<file path="config.mk">
export PLATFORM = sky130hd
export DESIGN_NAME = fetch_stage
export DESIGN_NICKNAME = d
export VERILOG_FILES = /design/src/rtl/fetch_stage.sv
export SDC_FILE = /design/constraint.sdc
export NUM_CORES = 1
export LEC_CHECK = 0
export CAP_MARGIN = 0
export CORE_UTILIZATION = 56
export CTS_CLUSTER_DIAMETER = 40
export CTS_CLUSTER_SIZE = 10
export DETAILED_ROUTE_END_ITERATION = 7
export PLACE_DENSITY = 0.94
export SETUP_SLACK_MARGIN = 0.1
export SLEW_MARGIN = 40
export SYNTH_ARGS = -nofsm -noshare
export SYNTH_HDL_FRONTEND = slang
export SYNTH_SLANG_ARGS = --single-unit
</file>
<file path="constraint.sdc">
create_clock -name clk -period 4.3 [get_ports clk]
set_clock_uncertainty 0.1 [all_clocks]
set_input_delay 0.86 -clock clk [delete_from_list [all_inputs] [get_ports clk]]
set_output_delay 0.86 -clock clk [all_outputs]
set_load 0.01 [all_outputs]
</file>
<file path="src/rtl/fetch_stage.sv">
// fetch_stage: instruction fetch plus the IF/ID pipeline register for the 16-bit core.
//
// Ports
//   clk           core clock, rising edge
//   rst           asynchronous active-low reset
//   hazard_or_no  stall from the hazard unit (1 = hold pc and IF/ID)
//   flush         redirect from execute (squash IF/ID, load pc from flush_pc)
//   flush_pc      redirect target
//   imem_req      instruction memory request
//   imem_addr     request address
//   imem_rdy      memory accepted the request and returned data this cycle
//   imem_data     instruction word, valid when imem_req & imem_rdy
//   instr_dec     IF/ID instruction
//   pc_plus2_dec  IF/ID pc+2 of instr_dec
//   valid_dec     instr_dec is a real instruction (0 = bubble)
//   fetch_halted  a HALT reached IF/ID and fetching has stopped
//
// state    | meaning
// ---------+-----------------------------------------------------------
// S_FETCH  | requesting the word at pc
// S_HOLD   | word fetched under a stall is parked in the skid register
// S_DROP   | request squashed by a flush is still outstanding
// S_HALTED | HALT sits in IF/ID; no requests until a flush or reset

module fetch_stage #(
    parameter logic [15:0] RESET_PC  = 16'h0000,
    parameter logic [15:0] NOP_INSTR = 16'h0800,
    parameter logic [4:0]  HALT_OP   = 5'b00000
) (
    input  logic        clk,
    input  logic        rst,
    input  logic        hazard_or_no,
    input  logic        flush,
    input  logic [15:0] flush_pc,
    output logic        imem_req,
    output logic [15:0] imem_addr,
    input  logic        imem_rdy,
    input  logic [15:0] imem_data,
    output logic [15:0] instr_dec,
    output logic [15:0] pc_plus2_dec,
    output logic        valid_dec,
    output logic        fetch_halted
);

    typedef enum logic [1:0] {S_FETCH, S_HOLD, S_DROP, S_HALTED} state_t;

    state_t      state_q, state_d;
    logic [15:0] pc_q, pc_d;
    logic        req_q, req_d;
    logic [15:0] addr_q, addr_d;
    logic [15:0] skid_q, skid_d;
    logic [15:0] instr_q, instr_d;
    logic [15:0] pcp2_q, pcp2_d;
    logic        valid_q, valid_d;
    logic        halted_q, halted_d;

    logic        accept;
    logic [15:0] pc_inc;

    assign accept = req_q & imem_rdy;
    assign pc_inc = pc_q + 16'd2;   // wraps modulo 2^16

    always_comb begin
        state_d  = state_q;
        pc_d     = pc_q;
        req_d    = req_q;
        addr_d   = addr_q;
        skid_d   = skid_q;
        instr_d  = instr_q;
        pcp2_d   = pcp2_q;
        valid_d  = valid_q;
        halted_d = halted_q;

        if (flush) begin
            pc_d     = flush_pc;
            instr_d  = NOP_INSTR;
            valid_d  = 1'b0;
            halted_d = 1'b0;
            // An unanswered request must stay on the bus until rdy, so its
            // req/addr are kept and the returned word is thrown away in S_DROP.
            if (req_q && !imem_rdy) begin
                state_d = S_DROP;
            end else begin
                state_d = S_FETCH;
                req_d   = 1'b1;
                addr_d  = flush_pc;
            end
        end else begin
            case (state_q)
                S_FETCH: begin
                    if (accept) begin
                        pc_d = pc_inc;
                        if (hazard_or_no) begin
                            skid_d  = imem_data;
                            state_d = S_HOLD;
                            req_d   = 1'b0;
                        end else begin
                            instr_d = imem_data;
                            pcp2_d  = pc_inc;
                            valid_d = 1'b1;
                            if (imem_data[15:11] == HALT_OP) begin
                                state_d  = S_HALTED;
                                halted_d = 1'b1;
                                req_d    = 1'b0;
                            end else begin
                                req_d  = 1'b1;
                                addr_d = pc_inc;
                            end
                        end
                    end else begin
                        // Outstanding request already has addr == pc, so this
                        // keeps it stable; otherwise it raises a new one.
                        req_d  = 1'b1;
                        addr_d = pc_q;
                        if (!hazard_or_no) begin
                            instr_d = NOP_INSTR;
                            valid_d = 1'b0;
                        end
                    end
                end
                S_HOLD: begin
                    if (!hazard_or_no) begin
                        instr_d = skid_q;
                        pcp2_d  = pc_q;
                        valid_d = 1'b1;
                        if (skid_q[15:11] == HALT_OP) begin
                            state_d  = S_HALTED;
                            halted_d = 1'b1;
                        end else begin
                            state_d = S_FETCH;
                            req_d   = 1'b1;
                            addr_d  = pc_q;
                        end
                    end
                end
                S_DROP: begin
                    if (imem_rdy) begin
                        state_d = S_FETCH;
                        req_d   = 1'b1;
                        addr_d  = pc_q;
                    end
                end
                default: begin
                    req_d = 1'b0;
                end
            endcase
        end
    end

    always_ff @(posedge clk or negedge rst) begin
        if (!rst) begin
            state_q  <= S_FETCH;
            pc_q     <= RESET_PC;
            req_q    <= 1'b0;
            addr_q   <= RESET_PC;
            skid_q   <= NOP_INSTR;
            instr_q  <= NOP_INSTR;
            pcp2_q   <= 16'h0000;
            valid_q  <= 1'b0;
            halted_q <= 1'b0;
        end else begin
            state_q  <= state_d;
            pc_q     <= pc_d;
            req_q    <= req_d;
            addr_q   <= addr_d;
            skid_q   <= skid_d;
            instr_q  <= instr_d;
            pcp2_q   <= pcp2_d;
            valid_q  <= valid_d;
            halted_q <= halted_d;
        end
    end

    assign imem_req     = req_q;
    assign imem_addr    = addr_q;
    assign instr_dec    = instr_q;
    assign pc_plus2_dec = pcp2_q;
    assign valid_dec    = valid_q;
    assign fetch_halted = halted_q;

endmodule

</file>
== Yosys cells after proc, flatten, opt, wreduce, memory -nomap -nowiden ==
Cells that the tools add are included.
Storage, ports and cells
  memories: 0
  RAM bits: 0
  ROM bits: 0
  bits in latches: 0
  output and inout bits: 51
  input port bits: 37
  word-level logic and storage cells: 100
  bits in registers: 85
Operators by class
  bitwise gates (word level): 2
  divide/modulo/power cells: 0
  equality and inequality tests: 17
  multiply operators: 0
  reduce and logical (&&, ||, !) cells: 19
  add/subtract/negate cells: 1
  $lt $le $gt $ge: 0
  multiplexer cells: 52
  shift-type cells: 0
Operator list (number)
  16-bit 2-to-1 mux: 19
  16-bit case mux with 2 select lines: 2
  16-bit case mux with 3 select lines: 1
  3-bit != test (second input constant): 7
  1-bit 2-to-1 mux: 18
  16-bit by 2-bit adder with 16-bit output (second input constant): 1
  2-bit 2-to-1 mux: 8
  4-bit != test (second input constant): 4
  5-bit zero test: 2
  5-bit AND reduction: 2
  2-bit != test (second input constant): 4
  4-bit AND reduction: 2
  7-bit AND reduction: 1
  2-bit case mux with 3 select lines: 1
  6-bit AND reduction: 1
  2-bit nonzero test: 3
  1-bit case mux with 2 select lines: 2
  2-bit AND reduction: 2
  4-bit nonzero test: 1
  1-bit case mux with 3 select lines: 1
  3-bit AND reduction: 1
  3-bit nonzero test: 1
  2-bit by 1-bit equality test with 1-bit output (second input constant): 1
  2-bit equality test (second input constant): 1
  5 further kinds: 5

== Logic depth before layout (Yosys ltp) ==
Gate-level depths: netlist (run 1).
  depth in word-level cells: 6
  mapped depth: 9

== Least setup slack after synthesis (run 1) ==
No wires, ideal clock.
  kind: input to register
  start: input port flush
  end: register pc_q[13]
  setup time: 0.079 ns
  data required time: 4.121 ns
  buffers on the path: 4
  arrival: 1.998 ns
  setup slack: 2.123 ns
  stages on the path: 6
  cell sequence: buf_2 buf_2 inv_1 buf_2 buf_1 mux2i_1
On the way
  cells in the longest elaborated chain, start to end: 2
  elaborated cells between the ends (all ways): 4
Ends and longest elaborated chain
  from (decl): line 33  | input logic flush,
  2-bit nonzero test (no source line)
  2-bit AND reduction (no source line)
  to (signal assigned): line 163  | pc_q <= pc_d;
  to (decl): line 48  | logic [15:0] pc_q, pc_d;
Several ways; a longest one is shown, not always the timed one.
A chain may end at the register's enable or synchronous reset.

== Worst setup path in the final report (run 1) ==
  start: register state_q[1]
  end: register addr_q[12] (netlist: imem_addr[12])
On the way
  cells in the longest elaborated chain, start to end: 3
  elaborated cells between the ends (all ways): 12
Ends and longest elaborated chain
  from (decl): line 47  | state_t state_q, state_d;
  from (signal assigned): line 162  | state_q <= state_d;
  2-bit by 1-bit equality test with 1-bit output (tied with other cells): line 89  | case (state_q)
  3-bit != test (no source line) (tied with other cells)
  7-bit AND reduction (no source line) or 16-bit 2-to-1 mux (tied branches)
  to (signal assigned): line 165  | addr_q <= addr_d;
  to (decl): line 50  | logic [15:0] addr_q, addr_d;
Several ways; a longest one is shown, not always the timed one.

==> results of run 1 <==
## flip-flops by register name, indices dropped and copies added (netlist names)
register,count
instr_dec,16
imem_req,1
pc_plus2_dec,16
skid_q,16
fetch_halted,1
pc_q,16
imem_addr,16
valid_dec,1
state_q,2
## where the power goes
part | leakage (nW) | total (mW) | internal (mW) | switching (mW)
logic | 1.15 | 1.37 | 0.709 | 0.657
clock network | 0.0866 | 0.521 | 0.216 | 0.305
registers | 1.04 | 1.34 | 1.11 | 0.231
total | 2.28 | 3.22 | 2.03 | 1.19
## cell type report
type                            count  share of cell area
Tap cell                          102              0.0232
Clock inverter                      7              0.0100
Multi-Input combinational cell    323               0.382
Timing Repair Buffer               93               0.167
Inverter                           11             0.00752
Sequential cell                    85               0.388
Clock buffer                        9              0.0225
## placed cells by master, fill, tap and decap left out, types with 3 or more instances in the layout
cell type,synthesis,layout
buf_4,2,6
xnor2_1,22,22
nand4_1,3,3
o21ai_0,46,46
a211oi_1,3,3
a31oi_1,4,4
dfrtp_1,83,83
inv_1,10,10
ha_1,5,5
nor3_1,13,13
o211ai_1,3,3
mux2i_1,11,11
a22oi_1,16,16
xor2_1,14,14
clkbuf_8,0,10
a21oi_1,12,12
nor2_1,25,24
inv_6,0,3
nor4_1,4,4
nand2_1,61,61
clkdlybuf4s50_1,0,86
and3_1,5,5
and4_1,3,3
o31ai_1,5,5
or3_1,3,3
nand3b_1,3,3
mux2_2,25,25
nand3_1,15,15
## tightest hold or removal path, stage by stage (launching register included)
cell     delay (ps)
dfrtp_1         350
nand2_1          50
o21ai_0          60
## logic make-up (layout without fill, tap and decap cells)
kind of cell | after synthesis | count (layout) | synth area share
and+or+nand+nor | 146 | 146 | 0.158
AOI/OAI and AO/OA | 100 | 100 | 0.141
DFF | 85 | 85 | 0.480
buffers and inverters | 45 | 120 | 0.0471
xor gates and xnor gates | 36 | 36 | 0.0711
muxes | 36 | 36 | 0.0883
adders and majority gates | 5 | 5 | 0.0141
## final timing paths
check | from | endpoint | slack [ps] | cells past startpoint
min in group asynchronous | rst | pc_plus2_dec[3]$_DFFE_PN0P_ | 430 | 1
worst min register to register | pc_plus2_dec[15]$_DFFE_PN0P_ | pc_plus2_dec[15]$_DFFE_PN0P_ | 380 | 2
max in group asynchronous | rst | valid_dec$_DFFE_PN0P_ | 3200 | 1
worst max-delay path | state_q[1]$_DFFE_PN0P_ | imem_addr[12]$_DFFE_PN0P_ | 1420 | 6
worst max register to register | state_q[1]$_DFFE_PN0P_ | imem_addr[12]$_DFFE_PN0P_ | 1420 | 6
worst min-delay path | pc_plus2_dec[15]$_DFFE_PN0P_ | pc_plus2_dec[15]$_DFFE_PN0P_ | 380 | 2
## metal layers
metal | up-vias | wire length, µm | global-route usage
li1 | 1735 | - | -
met1 | 1787 | 4140 | 0.332
met2 | 173 | 5270 | 0.467
met3 | 30 | 764 | 0.0662
met4 | 0 | 188 | 0.0847
met5 | - | 0 | 0
==> flow_results.xml, run 1 <==
<?xml version="1.0" encoding="UTF-8"?>
<metrics>
  <group name="logic_synthesis">
    <metric name="synthesis.instances" unit="">453</metric>
    <metric name="ys_warn_count" unit="">0</metric>
    <metric name="syn_avg_cell_area" unit="µm²">9.79</metric>
    <metric name="post_synth_instance_area" unit="mm²">0.00443</metric>
    <metric name="synth_top_cells_by_area" unit="">dfrtp_1 (47%), mux2_2 (6.4%), o21ai_0 (5.2%)</metric>
    <metric name="post-synth-top-count-cell" unit="">dfrtp_1</metric>
    <metric name="async_reset_ff_frac" unit="">1.00</metric>
    <metric name="ys_seq_elements" unit="">85</metric>
    <metric name="synth-seq-area-share" unit="">0.480</metric>
    <metric name="synth_cell_type_count" unit="">52</metric>
    <metric name="synth.top_cells.by_count" unit="">dfrtp_1 (83), nand2_1 (61), o21ai_0 (46)</metric>
    <metric name="yosysTopAreaCell" unit="">dfrtp_1</metric>
    <metric name="post-synth-top-area-fraction" unit="">0.469</metric>
    <metric name="ys_dominant_reg_cell" unit="">dfrtp_1</metric>
    <metric name="synth_edf_count" unit="">0</metric>
    <metric name="synth_fp_nets" unit="">495</metric>
  </group>
  <group name="global_routing">
    <metric name="grt_max_degree" unit="">86</metric>
    <metric name="initial_antenna_violation_count" unit="">0</metric>
    <metric name="globalRouteTotalUtil" unit="">0.269</metric>
    <metric name="globalRouteOverflowTotal" unit="">0</metric>
    <metric name="first_global_vias" unit="">3834</metric>
    <metric name="global_route_wire_length_before_repair" unit="mm">17.9</metric>
  </group>
  <group name="worst_setup_path">
    <metric name="crit_end_category" unit="">register</metric>
    <metric name="worstPathArrival" unit="ps">3030</metric>
    <metric name="required" unit="ps">4450</metric>
    <metric name="cp_slowest_cell" unit="">ha_1</metric>
    <metric name="critical_path_peak_fanout" unit="">30</metric>
    <metric name="worstSetupPathType" unit="">reg2reg</metric>
    <metric name="timing.critical_path.max_delay_family" unit="">compound AO/OA/AOI/OAI gates</metric>
    <metric name="max_stage_delay" unit="ps">670</metric>
    <metric name="crit_buf_inv" unit="">2</metric>
    <metric name="path_cells" unit="">inv_1 -&gt; ha_1 -&gt; inv_2 -&gt; o41ai_2 -&gt; a211o_2 -&gt; mux2_2</metric>
    <metric name="crit_path_start_kind" unit="">register</metric>
  </group>
  <group name="sta">
    <metric name="timing.final.setup_violations" unit="">0</metric>
    <metric name="max_slew_margin" unit="">0.471</metric>
    <metric name="fmaxAchievable" unit="MHz">347</metric>
    <metric name="final.setup.worst_slack" unit="ps">1420</metric>
    <metric name="fin_crit" unit="ps">2880</metric>
    <metric name="slew_viol_final" unit="">0</metric>
    <metric name="final.period_utilization" unit="">0.670</metric>
    <metric name="holdWs" unit="ps">382</metric>
    <metric name="grt_setup_unrepaired" unit="">false</metric>
    <metric name="worst_slew_pin_slew" unit="ps">794</metric>
    <metric name="timing.setup.tns" unit="ps">0</metric>
    <metric name="final_hold_viols" unit="">0</metric>
  </group>
  <group name="routing">
    <metric name="detail_route.iter0.violations" unit="">334</metric>
    <metric name="post-route-drc-count" unit="">0</metric>
    <metric name="viasPerCell" unit="">5.91</metric>
    <metric name="drt.antenna.violating_nets" unit="">0</metric>
    <metric name="drt_first_pass_iters" unit="">5</metric>
    <metric name="drt-total-wl" unit="mm">10.4</metric>
    <metric name="route.vias.total" unit="">3725</metric>
    <metric name="routed_wire_length_per_instance" unit="µm">16.4</metric>
  </group>
  <group name="clocking">
    <metric name="ctsLongestPathBuffers" unit="">2</metric>
    <metric name="clk_lat_worst_skew" unit="ps">360</metric>
    <metric name="path_clk_slew" unit="ps">90</metric>
    <metric name="cts_tree" unit="">yes</metric>
    <metric name="ctsResizeCount" unit="">0</metric>
    <metric name="cts_h_tree_depth" unit="">3</metric>
    <metric name="cts-buffers-inserted" unit="">9</metric>
    <metric name="post-cts-setup-buffers" unit="">0</metric>
    <metric name="cts_hold_buffers" unit="">0</metric>
    <metric name="cts_num_sinks" unit="">85</metric>
    <metric name="clock_tree.root_cell" unit="">clkbuf_8</metric>
  </group>
  <group name="finish">
    <metric name="ff_latch_area" unit="mm²">0.00213</metric>
    <metric name="layout-area-overhead-vs-synth" unit="%">23.9</metric>
    <metric name="finalNetCount" unit="">565</metric>
    <metric name="post_route_cells_drive_above_1_share" unit="">0.114</metric>
    <metric name="finish.instance_area" unit="mm²">0.00549</metric>
    <metric name="antennaDiodeCount" unit="">0</metric>
    <metric name="postLayoutCoreUtil" unit="">0.715</metric>
    <metric name="instances_no_fill" unit="">630</metric>
    <metric name="multiInputGateArea" unit="mm²">0.00210</metric>
    <metric name="nFillCells" unit="">535</metric>
  </group>
  <group name="floorplan">
    <metric name="chipHeight" unit="µm">91.0</metric>
    <metric name="die-area" unit="mm²">0.00828</metric>
    <metric name="row_count" unit="">32</metric>
    <metric name="fp.coreArea" unit="mm²">0.00769</metric>
    <metric name="chipWidth" unit="µm">91.0</metric>
    <metric name="design.portCount" unit="">88</metric>
    <metric name="initial_utilization" unit="">0.577</metric>
  </group>
  <group name="placed_design">
    <metric name="detailed_place_hpwl" unit="mm">7.25</metric>
    <metric name="place.detailed.instances" unit="">614</metric>
    <metric name="placement.cell_area" unit="mm²">0.00531</metric>
    <metric name="port_buffers" unit="">87</metric>
    <metric name="place.gp.congestion" unit="">0.935</metric>
    <metric name="dp_slack" unit="ps">1200</metric>
  </group>
  <group name="power_and_ir_drop">
    <metric name="vdd_drop_max" unit="mV">0.323</metric>
    <metric name="cellPowerDensity" unit="mW/mm²">587</metric>
    <metric name="post-layout-total-power" unit="mW">3.22</metric>
    <metric name="leakage" unit="nW">2.28</metric>
  </group>
  <group name="hold_path">
    <metric name="worstHoldPathType" unit="">reg2reg</metric>
  </group>
  <group name="run_status">
    <metric name="outcome" unit="">finished clean</metric>
  </group>
  <group name="flow_run">
    <metric name="max-cap-violations" unit="">0</metric>
  </group>
</metrics>
Power figures use the tool's default switching activity.
==> inputs of run 2 (changes only) <==
Settings changed: CORE_UTILIZATION 56 to 52, PLACE_DENSITY 0.94 to 0.88.
Clock period 4.3 ns to 3 ns, I/O delays scaled along.
==> run 2 against run 1 <==
Net effect:
- via count is essentially flat
- core utilization shrank 3.5 points
- combinational power grew 46%
- power grew 49%
- wire length grew 2.9%
- register-to-register slack lost 920 ps
- final cell count grew 1.7%
- global-route usage shrank 1.3 points
- non-clock buffer count grew 8
- critical path type unchanged
- largest power group unchanged
==> flow_results.xml, run 2 (synthesized netlist as in run 1, its figures left out) <==
<?xml version="1.0" encoding="UTF-8"?>
<metrics>
  <group name="run_status">
    <metric name="outcome" unit="">finished clean</metric>
  </group>
  <group name="placed_design">
    <metric name="port_buffers" unit="">87</metric>
    <metric name="detailed_place_hpwl" unit="mm">7.69</metric>
    <metric name="place.gp.congestion" unit="">0.929</metric>
    <metric name="placement.cell_area" unit="mm²">0.00538</metric>
  </group>
  <group name="power_and_ir_drop">
    <metric name="p_int" unit="mW">3.03</metric>
    <metric name="comb_power_share" unit="">0.419</metric>
    <metric name="leakage" unit="nW">2.33</metric>
    <metric name="vdd_drop_max" unit="mV">0.443</metric>
    <metric name="switching_share" unit="">0.366</metric>
    <metric name="pwr-share-clk" unit="">0.178</metric>
    <metric name="pwr-share-seq" unit="">0.403</metric>
    <metric name="cellPowerDensity" unit="mW/mm²">857</metric>
    <metric name="power_switching" unit="mW">1.75</metric>
  </group>
  <group name="sta">
    <metric name="fin_crit" unit="ps">2500</metric>
    <metric name="max_slew_margin" unit="">0.562</metric>
    <metric name="worst_slew_pin_slew" unit="ps">656</metric>
    <metric name="timing.final.setup_violations" unit="">0</metric>
    <metric name="final_hold_viols" unit="">0</metric>
    <metric name="final.period_utilization" unit="">0.833</metric>
    <metric name="timing.setup.tns" unit="ps">0</metric>
    <metric name="holdWs" unit="ps">104</metric>
    <metric name="fmaxAchievable" unit="MHz">400</metric>
    <metric name="slew_viol_final" unit="">0</metric>
    <metric name="grt_setup_unrepaired" unit="">false</metric>
  </group>
  <group name="global_routing">
    <metric name="initial_antenna_violation_count" unit="">0</metric>
    <metric name="globalRouteOverflowTotal" unit="">0</metric>
    <metric name="first_global_vias" unit="">3717</metric>
    <metric name="grt_max_degree" unit="">41</metric>
    <metric name="global_route_wire_length_before_repair" unit="mm">17.7</metric>
    <metric name="globalRouteTotalUtil" unit="">0.256</metric>
  </group>
  <group name="worst_setup_path">
    <metric name="path_cells" unit="">ha_1 -&gt; nand3_1 -&gt; nor3_1 -&gt; and3_1 -&gt; nand3_1 -&gt; a32o_1</metric>
    <metric name="reg2reg_slack" unit="ps">500</metric>
    <metric name="timing.critical_path.max_delay_family" unit="">simple AND/OR/NAND/NOR gates</metric>
    <metric name="worstSetupPathType" unit="">reg2reg</metric>
    <metric name="worstPathArrival" unit="ps">2650</metric>
    <metric name="required" unit="ps">3150</metric>
    <metric name="r2r_start" unit="">pc_q[1]$_DFFE_PN0P_</metric>
    <metric name="critical_path_peak_fanout" unit="">8</metric>
    <metric name="crit_path_start_kind" unit="">register</metric>
    <metric name="rr_endpoint" unit="">imem_addr[13]$_DFFE_PN0P_</metric>
    <metric name="cp_slowest_cell" unit="">nor3_1</metric>
    <metric name="cp-endpoint" unit="">imem_addr[13]$_DFFE_PN0P_</metric>
    <metric name="cp-startpoint" unit="">pc_q[1]$_DFFE_PN0P_</metric>
    <metric name="worst_r2r_path_depth" unit="">6</metric>
    <metric name="crit_end_category" unit="">register</metric>
    <metric name="critical_path_cell_count" unit="">6</metric>
    <metric name="max_stage_delay" unit="ps">580</metric>
    <metric name="worst_path_most_repeated_cell" unit="">nand3_1</metric>
    <metric name="crit_buf_inv" unit="">0</metric>
  </group>
  <group name="floorplan">
    <metric name="design.portCount" unit="">88</metric>
    <metric name="die-area" unit="mm²">0.00890</metric>
    <metric name="chipHeight" unit="µm">94.3</metric>
    <metric name="row_count" unit="">33</metric>
    <metric name="fp.coreArea" unit="mm²">0.00822</metric>
    <metric name="initial_utilization" unit="">0.540</metric>
    <metric name="chipWidth" unit="µm">94.3</metric>
  </group>
  <group name="routing">
    <metric name="post-route-drc-count" unit="">0</metric>
    <metric name="drt_first_pass_iters" unit="">5</metric>
    <metric name="drt-total-wl" unit="mm">10.7</metric>
    <metric name="route.vias.total" unit="">3724</metric>
    <metric name="drt.antenna.violating_nets" unit="">0</metric>
    <metric name="routed_wire_length_per_instance" unit="µm">16.6</metric>
    <metric name="viasPerCell" unit="">5.81</metric>
    <metric name="detail_route.iter0.violations" unit="">259</metric>
  </group>
  <group name="finish">
    <metric name="layout-area-overhead-vs-synth" unit="%">26.0</metric>
    <metric name="finish.instance_area" unit="mm²">0.00558</metric>
    <metric name="antennaDiodeCount" unit="">0</metric>
    <metric name="finalNetCount" unit="">573</metric>
    <metric name="post_route_cells_drive_above_1_share" unit="">0.129</metric>
    <metric name="nFillCells" unit="">641</metric>
    <metric name="most-common-layout-cells" unit="">clkdlybuf4s50_1 (86), dfrtp_1 (83), nand2_1 (61), o21ai_0 (46), mux2_2 (25)</metric>
    <metric name="layout.cells.most_common" unit="">clkdlybuf4s50_1</metric>
  </group>
  <group name="clocking">
    <metric name="clock_tree.root_cell" unit="">clkbuf_8</metric>
    <metric name="path_clk_slew" unit="ps">100</metric>
    <metric name="post-cts-setup-buffers" unit="">0</metric>
    <metric name="cts_tree" unit="">yes</metric>
    <metric name="cts_hold_buffers" unit="">0</metric>
    <metric name="cts_num_sinks" unit="">85</metric>
    <metric name="cts_h_tree_depth" unit="">3</metric>
    <metric name="ctsLongestPathBuffers" unit="">2</metric>
    <metric name="ctsResizeCount" unit="">0</metric>
    <metric name="cts-buffers-inserted" unit="">9</metric>
    <metric name="clk_lat_worst_skew" unit="ps">360</metric>
  </group>
  <group name="flow_run">
    <metric name="max-cap-violations" unit="">0</metric>
  </group>
  <group name="hold_path">
    <metric name="worstHoldPathType" unit="">in2async</metric>
  </group>
</metrics>
[run 2: cell count changes in the layout (fill, tap and decap cells not counted), sizes merged]
cell,previous run,this run
clkbuf,10,9
buf,6,15
bufinv,0,1
clkinv,2,3
clkinvlp,2,1
inv,14,13
[run 2: worst min-delay path by stage]
stage	from	slack (ps)	endpoint	cells past startpoint
floorplan	rst	200	fetch_halted$_DFFE_PN0P_	0
global placement	pc_plus2_dec[10]$_DFFE_PN0P_	360	pc_plus2_dec[10]$_DFFE_PN0P_	2
detailed placement	pc_plus2_dec[5]$_DFFE_PN0P_	370	pc_plus2_dec[5]$_DFFE_PN0P_	2
CTS	rst	120	imem_addr[6]$_DFFE_PN0P_	1
global route	rst	140	imem_addr[6]$_DFFE_PN0P_	1
finish	rst	100	imem_addr[6]$_DFFE_PN0P_	1
[run 2: per-layer routing]
metal	routed length (µm)	track usage	part of all wire	up-vias
met5	0	0	0	-
met4	184	0.0846	0.017	0
met3	689	0.0515	0.065	20
met2	5320	0.440	0.50	164
met1	4460	0.324	0.42	1794
li1	-	-	-	1746
[run 2: worst register-to-register path, cell delays in order (launching register included)]
cell and delay (ps):
dfrtp_1 530, ha_1 300, nand3_1 290, nor3_1 580
and3_1 260, nand3_1 90, a32o_1 250
[run 2: power by group through the flow]
stage / Sequential (mW) / Clock, mW / Combinational [mW]
global placement: 1.90 / 0 / 1.94
detailed placement: 1.94 / 0 / 2.00
global route: 1.97 / 0.910 / 2.20
floorplan: 1.96 / 0 / 1.04
CTS: 1.92 / 0.863 / 2.01
finish: 1.93 / 0.853 / 2.00
[run 2: layout make-up]
class	instances	area, µm²	share of cell area
Timing Repair Buffer	101	973	0.174
Tap cell	105	131	0.0235
Clock buffer	9	124	0.0222
Multi-Input combinational cell	323	2100	0.376
Sequential cell	85	2130	0.381
Clock inverter	7	85.1	0.0152
Inverter	11	41.3	0.00739
[run 2: per-stage QoR]
stage                util  total power, mW  setup WS [ps]  instances
floorplan               -             3.00            952        453
global placement    0.654             3.84            251        625
detailed placement  0.654             3.94            292        625
CTS                 0.680             4.79            582        641
global route        0.680             5.08            459        641
finish              0.680             4.79            502        641
